**config.mk**
```make
export PLATFORM = sky130hd
export DESIGN_NAME = cmp_match_bank
export DESIGN_NICKNAME = d
export VERILOG_FILES = /design/src/rtl/cmp_match_pkg.sv /design/src/rtl/cmp_match_chan.sv /design/src/rtl/cmp_match_bank.sv
export SDC_FILE = /design/constraint.sdc
export NUM_CORES = 1
export LEC_CHECK = 0
export BUFFER_PORTS_ARGS = -buffer_cell sky130_fd_sc_hd__buf_2
export CELL_PAD_IN_SITES_DETAIL_PLACEMENT = 0
export CELL_PAD_IN_SITES_GLOBAL_PLACEMENT = 1
export CORE_MARGIN = 3
export CORE_UTILIZATION = 42
export CTS_CLUSTER_SIZE = 20
export DETAILED_ROUTE_END_ITERATION = 6
export MAX_ROUTING_LAYER = met4
export PLACE_DENSITY = 0.77
export SKIP_CTS_REPAIR_TIMING = 1
export SLEW_MARGIN = 30
export SYNTH_ARGS = -nofsm -noshare
export SYNTH_HDL_FRONTEND = slang
export SYNTH_SLANG_ARGS = --single-unit
```
**constraint.sdc**
```tcl
create_clock -name sys_clk -period 1.9 [get_ports sys_clk]
set_input_delay 0.19 -clock sys_clk [delete_from_list [all_inputs] [get_ports sys_clk]]
set_output_delay 0.19 -clock sys_clk [all_outputs]
set_load 0.05 [all_outputs]
```
**src/rtl/cmp_match_pkg.sv**
```systemverilog
// rtl/cmp_match_pkg.sv - shared compare-mode encodings and sizing helpers for the comparator bank (optional magnitude modes: CMP_MAGNITUDE_EN)
package cmp_match_pkg;

  // Per-channel compare mode; the reserved code behaves as masked equality.
  typedef enum logic [1:0] {
    CMP_EQ  = 2'b00,
    CMP_LT  = 2'b01,
    CMP_GE  = 2'b10,
    CMP_RSV = 2'b11
  } cmp_mode_e;

  // Channel index width: a single channel still gets a 1-bit index.
  function automatic int idx_w(input int channels);
    return (channels <= 1) ? 1 : $clog2(channels);
  endfunction

  // Extract channel ch's counter from a packed hit_cnt vector (channel 0 in LSBs).
  function automatic logic [31:0] cnt_slice(input logic [511:0] cnt_vec, input int ch,
                                            input int cnt_w);
    logic [511:0] shifted;
    logic [31:0]  keep;
    shifted = cnt_vec >> (ch * cnt_w);
    keep    = (cnt_w >= 32) ? 32'hFFFF_FFFF : ((32'd1 << cnt_w) - 32'd1);
    return shifted[31:0] & keep;
  endfunction

endpackage

```
**src/rtl/cmp_match_chan.sv**
```systemverilog
// rtl/cmp_match_chan.sv - one comparator channel: reference/mask/mode storage and raw match (magnitude modes under CMP_MAGNITUDE_EN)
module cmp_match_chan
  import cmp_match_pkg::*;
#(
  parameter int WIDTH = 6
) (
  input  logic             clk,
  input  logic             rst,
  input  logic             ld,
  input  logic [WIDTH-1:0] ld_ref,
  input  logic [WIDTH-1:0] ld_mask,
`ifdef CMP_MAGNITUDE_EN
  input  logic [1:0]       ld_mode,
`endif
  input  logic             in_valid,
  input  logic [WIDTH-1:0] in_data,
  output logic             raw_match
);

  logic [WIDTH-1:0] ref_q;
  logic [WIDTH-1:0] mask_q;
  logic [WIDTH-1:0] data_m;
  logic [WIDTH-1:0] ref_m;
  logic             cond;

`ifdef CMP_MAGNITUDE_EN
  cmp_mode_e        mode_q;

  // Reference, mask and mode storage; a load lands at the edge so a same-cycle compare sees old values.
  always_ff @(posedge clk) begin
    if (rst) begin
      ref_q  <= '0;
      mask_q <= '0;
      mode_q <= CMP_EQ;
    end else if (ld) begin
      ref_q  <= ld_ref;
      mask_q <= ld_mask;
      mode_q <= cmp_mode_e'(ld_mode);
    end
  end

  // Masked equality or unsigned magnitude compare on the masked operands.
  always_comb begin
    data_m = in_data & mask_q;
    ref_m  = ref_q & mask_q;
    case (mode_q)
      CMP_LT:  cond = (data_m < ref_m);
      CMP_GE:  cond = (data_m >= ref_m);
      default: cond = (data_m == ref_m);
    endcase
  end
`else
  // Reference and mask storage; a load lands at the edge so a same-cycle compare sees old values.
  always_ff @(posedge clk) begin
    if (rst) begin
      ref_q  <= '0;
      mask_q <= '0;
    end else if (ld) begin
      ref_q  <= ld_ref;
      mask_q <= ld_mask;
    end
  end

  // Masked equality only.
  always_comb begin
    data_m = in_data & mask_q;
    ref_m  = ref_q & mask_q;
    cond   = (data_m == ref_m);
  end
`endif

  // An all-zero mask disables the channel rather than acting as a wildcard.
  assign raw_match = in_valid && (mask_q != '0) && cond;

endmodule

```
**src/rtl/cmp_match_bank.sv**
```systemverilog
// rtl/cmp_match_bank.sv - multi-channel registered comparator bank with priority hit, sticky flags and saturating counters (optional ld_mode port: CMP_MAGNITUDE_EN)
module cmp_match_bank
  import cmp_match_pkg::*;
#(
  parameter int WIDTH    = 6,
  parameter int CHANNELS = 4,
  parameter int CNT_W    = 4,
  parameter int IDX_W    = idx_w(CHANNELS)
) (
  input  logic                      sys_clk,
  input  logic                      sys_rst,
  input  logic                      ld,
  input  logic [IDX_W-1:0]          ld_sel,
  input  logic [WIDTH-1:0]          ld_ref,
  input  logic [WIDTH-1:0]          ld_mask,
`ifdef CMP_MAGNITUDE_EN
  input  logic [1:0]                ld_mode,
`endif
  input  logic                      in_valid,
  input  logic [WIDTH-1:0]          in_data,
  input  logic                      clr,
  output logic [CHANNELS-1:0]       match_n,
  output logic                      hit_valid,
  output logic [IDX_W-1:0]          hit_idx,
  output logic [CHANNELS-1:0]       sticky,
  output logic [CHANNELS*CNT_W-1:0] hit_cnt
);

  logic [CHANNELS-1:0] raw;
  logic [CHANNELS-1:0] ld_en;
  logic [IDX_W-1:0]    first_idx;

  for (genvar c = 0; c < CHANNELS; c++) begin : g_chan
    logic             sticky_q;
    logic [CNT_W-1:0] cnt_q;

    // Out-of-range selects decode to no channel, so they change nothing.
    assign ld_en[c] = ld && (ld_sel == IDX_W'(c));

    cmp_match_chan #(
      .WIDTH(WIDTH)
    ) u_chan (
      .clk      (sys_clk),
      .rst      (sys_rst),
      .ld       (ld_en[c]),
      .ld_ref   (ld_ref),
      .ld_mask  (ld_mask),
`ifdef CMP_MAGNITUDE_EN
      .ld_mode  (ld_mode),
`endif
      .in_valid (in_valid),
      .in_data  (in_data),
      .raw_match(raw[c])
    );

    // Sticky flag and saturating counter; clr wins over a same-cycle match.
    always_ff @(posedge sys_clk) begin
      if (sys_rst || clr) begin
        sticky_q <= 1'b0;
        cnt_q    <= '0;
      end else if (raw[c]) begin
        sticky_q <= 1'b1;
        if (cnt_q != '1) begin
          cnt_q <= cnt_q + CNT_W'(1);
        end
      end
    end

    assign sticky[c]                   = sticky_q;
    assign hit_cnt[c*CNT_W +: CNT_W]   = cnt_q;
  end

  // Priority encoder: lowest-numbered matching channel, 0 when nothing matches.
  always_comb begin
    first_idx = '0;
    for (int c = CHANNELS - 1; c >= 0; c--) begin
      if (raw[c]) begin
        first_idx = IDX_W'(c);
      end
    end
  end

  // Registered compare results; raw already folds in in_valid.
  always_ff @(posedge sys_clk) begin
    if (sys_rst) begin
      match_n   <= '1;
      hit_valid <= 1'b0;
      hit_idx   <= '0;
    end else begin
      match_n   <= ~raw;
      hit_valid <= |raw;
      hit_idx   <= first_idx;
    end
  end

endmodule
```
==> flow_metrics.py, run 1 <==
metrics = {
    "synth": {
        "synthCells": 368,
        "synth.largest_area_cell": "dfxtp_1",
        "ys_seq_area_frac": 0.4539,
        "ys_ff_latch": 75,
        "synth-main-ff-cell": "dfxtp_1",
        "syn-cell-area_um2": 3308,
        "synth_nets": 397,
        "netlist-cell-type-count": 43,
        "yosys_warnings": 0,
        "synth.top_cell.area_share": 0.4539,
        "synth.area.top_cells": "dfxtp_1 (45%), nand2_1 (7.8%), mux2i_1 (7.3%)",
        "postSynthAreaPerCell_um2": 8.990,
        "synthArstFlopShare": 0,
        "synth_edf_count": 0,
    },
    "setup_path": {
        "crit_type": "flip-flop to flip-flop",
        "ff2ff_path_depth": 7,
        "path_max_fanout": 5,
        "regToRegSetupSlack_ns": 0.06,
        "cp-end-kind": "flip-flop",
        "crit_arrival_ns": 2.10,
        "r2r-end": "g_chan[1].cnt_q[0]$_SDFFE_PP0P_",
        "crit_required_ns": 2.17,
        "r2r-start": "g_chan[1].u_chan.ref_q[5]$_SDFFE_PP0P_",
        "cp-start-kind": "flip-flop",
    },
    "power": {
        "worst_ir_drop_vdd_mv": 0.4011,
        "p_per_area_nw_per_um2": 808.0,
        "leakagePower_uw": 0.001639,
    },
    "hold_path": {
        "min_to": "hit_idx[0]$_SDFF_PP0_",
        "holdPathStages": 2,
        "min-delay-start": "sys_rst",
        "hp-class": "primary input to flip-flop",
    },
    "global_route": {
        "grt_pass1_wl_mm": 13.12,
        "grt_pass1_vias": 2610,
        "grt_use_total": 0.1938,
        "antenna_found_initial": 0,
        "grt_max_degree": 49,
        "grt.overflow.total": 0,
    },
    "floorplan": {
        "chipHeight_um": 94.75,
        "core_area_um2": 7447,
        "ios": 52,
        "dieArea_um2": 8978,
        "die-width_um": 94.75,
        "start_util": 0.4442,
        "rows": 31,
    },
    "final_layout": {
        "ff_latch_area_um2": 1501,
        "final_common_cell": "dfxtp_1",
        "syn_to_final_growth_pct": 17.85,
        "fin_cells": 530,
        "n_fill_cell": 749,
        "diodes": 0,
        "multi_input_area_um2": 1718,
        "drive_gt1_frac": 0.2227,
        "nets": 455,
        "final_cell_mix": "dfxtp_1 (75), nand2_1 (69), buf_2 (51)",
    },
    "outcome": {
        "status": "finished clean",
    },
    "sta": {
        "post-route-period-util": 0.9664,
        "worst_slack_ns": 0.06385,
        "tns_ns": 0,
        "setup_viol": 0,
        "finalHoldViolCount": 0,
        "fmax_mhz": 544.6,
        "slew_viol_final": 0,
        "whs_ns": 0.09271,
        "rsz0062_at_grt": "true",
        "min_period_ns": 1.836,
        "max-slew-margin-rel": 0.5797,
        "fin_skew_ns": 0.01360,
        "worst_pin_slew_ns": 0.6288,
    },
    "cts": {
        "cts_sinks": 75,
        "numCtsBuffers": 9,
        "cts_tree": "done",
        "cts_root_buf": "clkbuf_8",
        "cts.clk_slew.worst_paths_ns": 0.07,
        "h-tree-depth": 3,
        "insertion_delay_ns": 0.34,
        "clock_path_buffers": 2,
    },
    "place": {
        "dp_hpwl_mm": 5.864,
        "place_congestion": 0.7915,
        "placed_cells": 513,
        "port_buffers": 51,
        "dp_slack_ns": 0.04107,
    },
    "drt": {
        "drt-total-wl_mm": 8.092,
        "dr.pass1.iters": 5,
        "routed.top_layer": "met4",
        "met3_length_um": 269,
        "wl_per_cell_um": 15.27,
        "vias": 2770,
        "avgViaCountPerCell": 5.226,
        "wl_met2_mm": 3.991,
        "drc": 0,
        "drtIter0Drc": 107,
        "m1WireLength_mm": 3.802,
        "detail-route-antenna-nets": 0,
    },
    "flow_run": {
        "drv_cap": 0,
    },
}
[Yosys cell counts (2+ instances only)]
cell,n
nor2_1,32
o311a_1,3
nor3_1,3
o31a_1,2
nand2_1,69
o311ai_0,4
or4_1,4
nand4_1,3
a22oi_1,7
dfxtp_1,75
xor2_1,24
a21oi_1,28
a31oi_1,2
ha_1,4
or2_2,4
o311ai_4,2
a311oi_1,3
o31ai_1,11
nand3_1,9
buf_4,4
or4_4,2
o21a_1,4
inv_1,9
buf_1,2
a211oi_1,2
nor2_2,2
mux2i_1,24
and3_1,5
clkbuf_1,11
[kinds of logic after synthesis]
kind of cell | count (synthesis) | share of synthesized area
XOR/XNOR | 24 | 0.06354
AO/OA/AOI/OAI | 73 | 0.1668
adder cells (fa/ha/maj) | 4 | 0.01513
flip-flops | 75 | 0.4539
AND/OR/NAND/NOR | 141 | 0.1925
multiplexers | 24 | 0.07262
buffers and inverters | 27 | 0.03555
[worst max-delay path, cell delays in order, from the launching register on]
cell,delay (ns)
dfxtp_1,0.33
xor2_1,0.17
a22oi_1,0.19
buf_4,0.15
o311ai_4,0.11
buf_4,0.17
or4_1,0.49
a21oi_1,0.15
[routing by layer]
layer / track usage / vias up
li1: - / 1407
met1: 0.2443 / 1318
met2: 0.3200 / 43
met3: 0.04303 / 2
met4: 0.03966 / 0
met5: - / -
[layout make-up]
type                       instances  area share
multi-input combinational        266      0.4406
sequential                        75      0.3851
timing repair buffer              65     0.09243
clock buffer                      11     0.03370
tap                               99     0.03177
inverter                           9    0.008665
clock inverter                     5    0.007702
[stage by stage]
step	power [uW]	util	area (um^2)
floorplan	1976	-	3308
global placement	2131	0.4976	3706
detailed placement	2135	0.4976	3706
CTS	3174	0.5193	3867
global route	3299	0.5235	3899
finish	3150	0.5235	3899
[how the worst max path moves through the flow]
| stage | to | start | slack, ns | depth (start not counted) |
|---|---|---|---|---|
| 2_1_floorplan | hit_valid$_SDFF_PP0_ | g_chan[2].u_chan.mask_q[0]$_SDFFE_PP0P_ | 0.13 | 4 |
| 3_3_place_gp | g_chan[0].cnt_q[3]$_SDFFE_PP0P_ | in_data[5] | 0.07 | 7 |
| 3_5_place_dp | g_chan[0].cnt_q[3]$_SDFFE_PP0P_ | in_data[5] | 0.04 | 7 |
| 4_1_cts | g_chan[1].cnt_q[2]$_SDFFE_PP0P_ | g_chan[1].u_chan.mask_q[0]$_SDFFE_PP0P_ | 0.03 | 5 |
| 5_1_grt | g_chan[1].cnt_q[0]$_SDFFE_PP0P_ | g_chan[1].u_chan.ref_q[5]$_SDFFE_PP0P_ | -0.05 | 7 |
| 6_report | g_chan[1].cnt_q[0]$_SDFFE_PP0P_ | g_chan[1].u_chan.ref_q[5]$_SDFFE_PP0P_ | 0.06 | 7 |
[state kept, by name, indices dropped and copies added, names as in the netlist]
register and count:
g_chan.u_chan.mask_q 24, g_chan.u_chan.ref_q 24, g_chan.cnt_q 16, g_chan.sticky_q 4, match_n 4, hit_idx 2
hit_valid 1
[power by group]
part | switching, uW | internal, uW
logic | 285 | 164
clock network | 575 | 468
registers | 35.0 | 1620
Power figures use the tool's default switching activity.
==> run 2: changes to the inputs <==
REMOVE_ABC_BUFFERS = 1   (was not set)
==> flow_metrics.py, run 2 (synthesis results as in run 1) <==
metrics = {
    "final_layout": {
        "ff_latch_area_um2": 1504,
        "multi_input_area_um2": 1732,
        "nets": 453,
        "final_cell_mix": "dfxtp_1 (73), nand2_1 (69), buf_2 (51)",
        "biggestRegsByFlops": "g_chan.u_chan.mask_q x24, g_chan.u_chan.ref_q x24, g_chan.cnt_q x16",
        "drive_gt1_frac": 0.2248,
        "n_fill_cell": 729,
        "diodes": 0,
        "syn_to_final_growth_pct": 19.18,
        "final_common_cell": "dfxtp_1",
        "finish.utilization": 0.5294,
    },
    "cts": {
        "cts_sinks": 75,
        "cts.clk_slew.worst_paths_ns": 0.07,
        "cts_tree": "done",
        "h-tree-depth": 3,
        "clock_path_buffers": 2,
        "cts_root_buf": "clkbuf_8",
        "numCtsBuffers": 9,
        "insertion_delay_ns": 0.34,
    },
    "sta": {
        "worst_pin_slew_ns": 0.5692,
        "slew_viol_final": 0,
        "rsz0062_at_grt": "true",
        "max-slew-margin-rel": 0.6195,
        "fin_skew_ns": 0.006432,
        "min_period_ns": 1.891,
        "setup_viol": 0,
        "fmax_mhz": 528.9,
        "finalHoldViolCount": 0,
        "post-route-period-util": 0.9952,
        "tns_ns": 0,
    },
    "setup_path": {
        "path_max_fanout": 5,
        "cp-start-kind": "flip-flop",
        "cp-end-kind": "flip-flop",
        "crit_arrival_ns": 2.13,
        "crit_type": "flip-flop to flip-flop",
        "crit_required_ns": 2.14,
    },
    "flow_run": {
        "drv_cap": 0,
    },
    "global_route": {
        "grt_max_degree": 30,
        "grt_pass1_wl_mm": 13.25,
        "grt_pass1_vias": 2583,
        "grt.overflow.total": 0,
        "grt_use_total": 0.1994,
        "antenna_found_initial": 0,
    },
    "outcome": {
        "status": "finished clean",
    },
    "floorplan": {
        "ios": 52,
        "chipHeight_um": 94.75,
        "core_area_um2": 7447,
        "start_util": 0.4442,
        "die-width_um": 94.75,
        "rows": 31,
        "dieArea_um2": 8978,
    },
    "drt": {
        "drc": 0,
        "avgViaCountPerCell": 5.270,
        "detail-route-antenna-nets": 0,
        "vias": 2772,
        "wl_per_cell_um": 15.69,
        "drt-total-wl_mm": 8.253,
        "drtIter0Drc": 103,
        "dr.pass1.iters": 5,
    },
    "power": {
        "p_per_area_nw_per_um2": 853.6,
        "worst_ir_drop_vdd_mv": 0.3914,
        "leakagePower_uw": 0.001660,
    },
    "place": {
        "dp_hpwl_mm": 5.946,
        "place_congestion": 0.8941,
        "port_buffers": 51,
    },
    "hold_path": {
        "hp-class": "primary input to flip-flop",
    },
}
==> run 2: cell count changes in the layout (fill, tap and decap cells not counted), sizes merged <==
cell,previous run,this run
bufinv,0,1
buf,65,63
clkbuf,11,12
clkinvlp,2,0
clkinv,3,1
==> run 2: critical path: stages (launching register included) <==
cell and delay (ns):
dfxtp_2 0.33, or4_4 0.54, o311ai_4 0.42, buf_4 0.19
buf_6 0.09, nor3_2 0.03, o221a_1 0.19
==> run 2: final cells by class <==
| cell class | count | area share |
|---|---|---|
| Tap cell | 99 | 0.03142 |
| Clock inverter | 2 | 0.008886 |
| Multi-Input combinational cell | 266 | 0.4392 |
| Inverter | 9 | 0.008569 |
| Clock buffer | 12 | 0.04189 |
| Sequential cell | 75 | 0.3815 |
| Timing Repair Buffer | 63 | 0.08854 |
==> run 2: worst paths after layout <==
path	startpoint	endpoint	slack [ns]	depth (start not counted)
worst min register to register	g_chan[1].sticky_q$_SDFFE_PP0P_	g_chan[1].sticky_q$_SDFFE_PP0P_	0.46	1
worst max-delay path	g_chan[2].u_chan.mask_q[5]$_SDFFE_PP0P_	g_chan[2].cnt_q[2]$_SDFFE_PP0P_	0.009	6
worst max register to register	g_chan[2].u_chan.mask_q[5]$_SDFFE_PP0P_	g_chan[2].cnt_q[2]$_SDFFE_PP0P_	0.009	6
worst min-delay path	ld_ref[3]	g_chan[3].u_chan.ref_q[3]$_SDFFE_PP0P_	0.11	3
==> run 2: metrics by stage <==
step           hold WS, ns  cells  cell area, um^2  worst slack (ns)  total power [uW]
2_1_floorplan       0.2591    350             3224          -0.06045              1954
3_3_place_gp        0.4464    510             3684           0.04323              2126
3_5_place_dp        0.4505    510             3684         0.0002844              2131
4_1_cts            0.09488    524             3884          -0.02195              3373
5_1_grt            0.09877    526             3943          -0.03909              3505
6_report            0.1107    526             3943          0.009165              3366
==> run 2: report_power, final <==
group / internal (uW) / total, uW / switching, uW
sequential: 1620 / 1660 / 36.6
clock: 698 / 1250 / 551
combinational: 166 / 456 / 290
total: 2490 / 3370 / 877
==> run 2: routing by layer <==
layer / global-route usage / wire length (um)
met5: - / 0
met4: 0.06851 / 150
met3: 0.04701 / 391
met2: 0.3077 / 3801
met1: 0.2564 / 3909
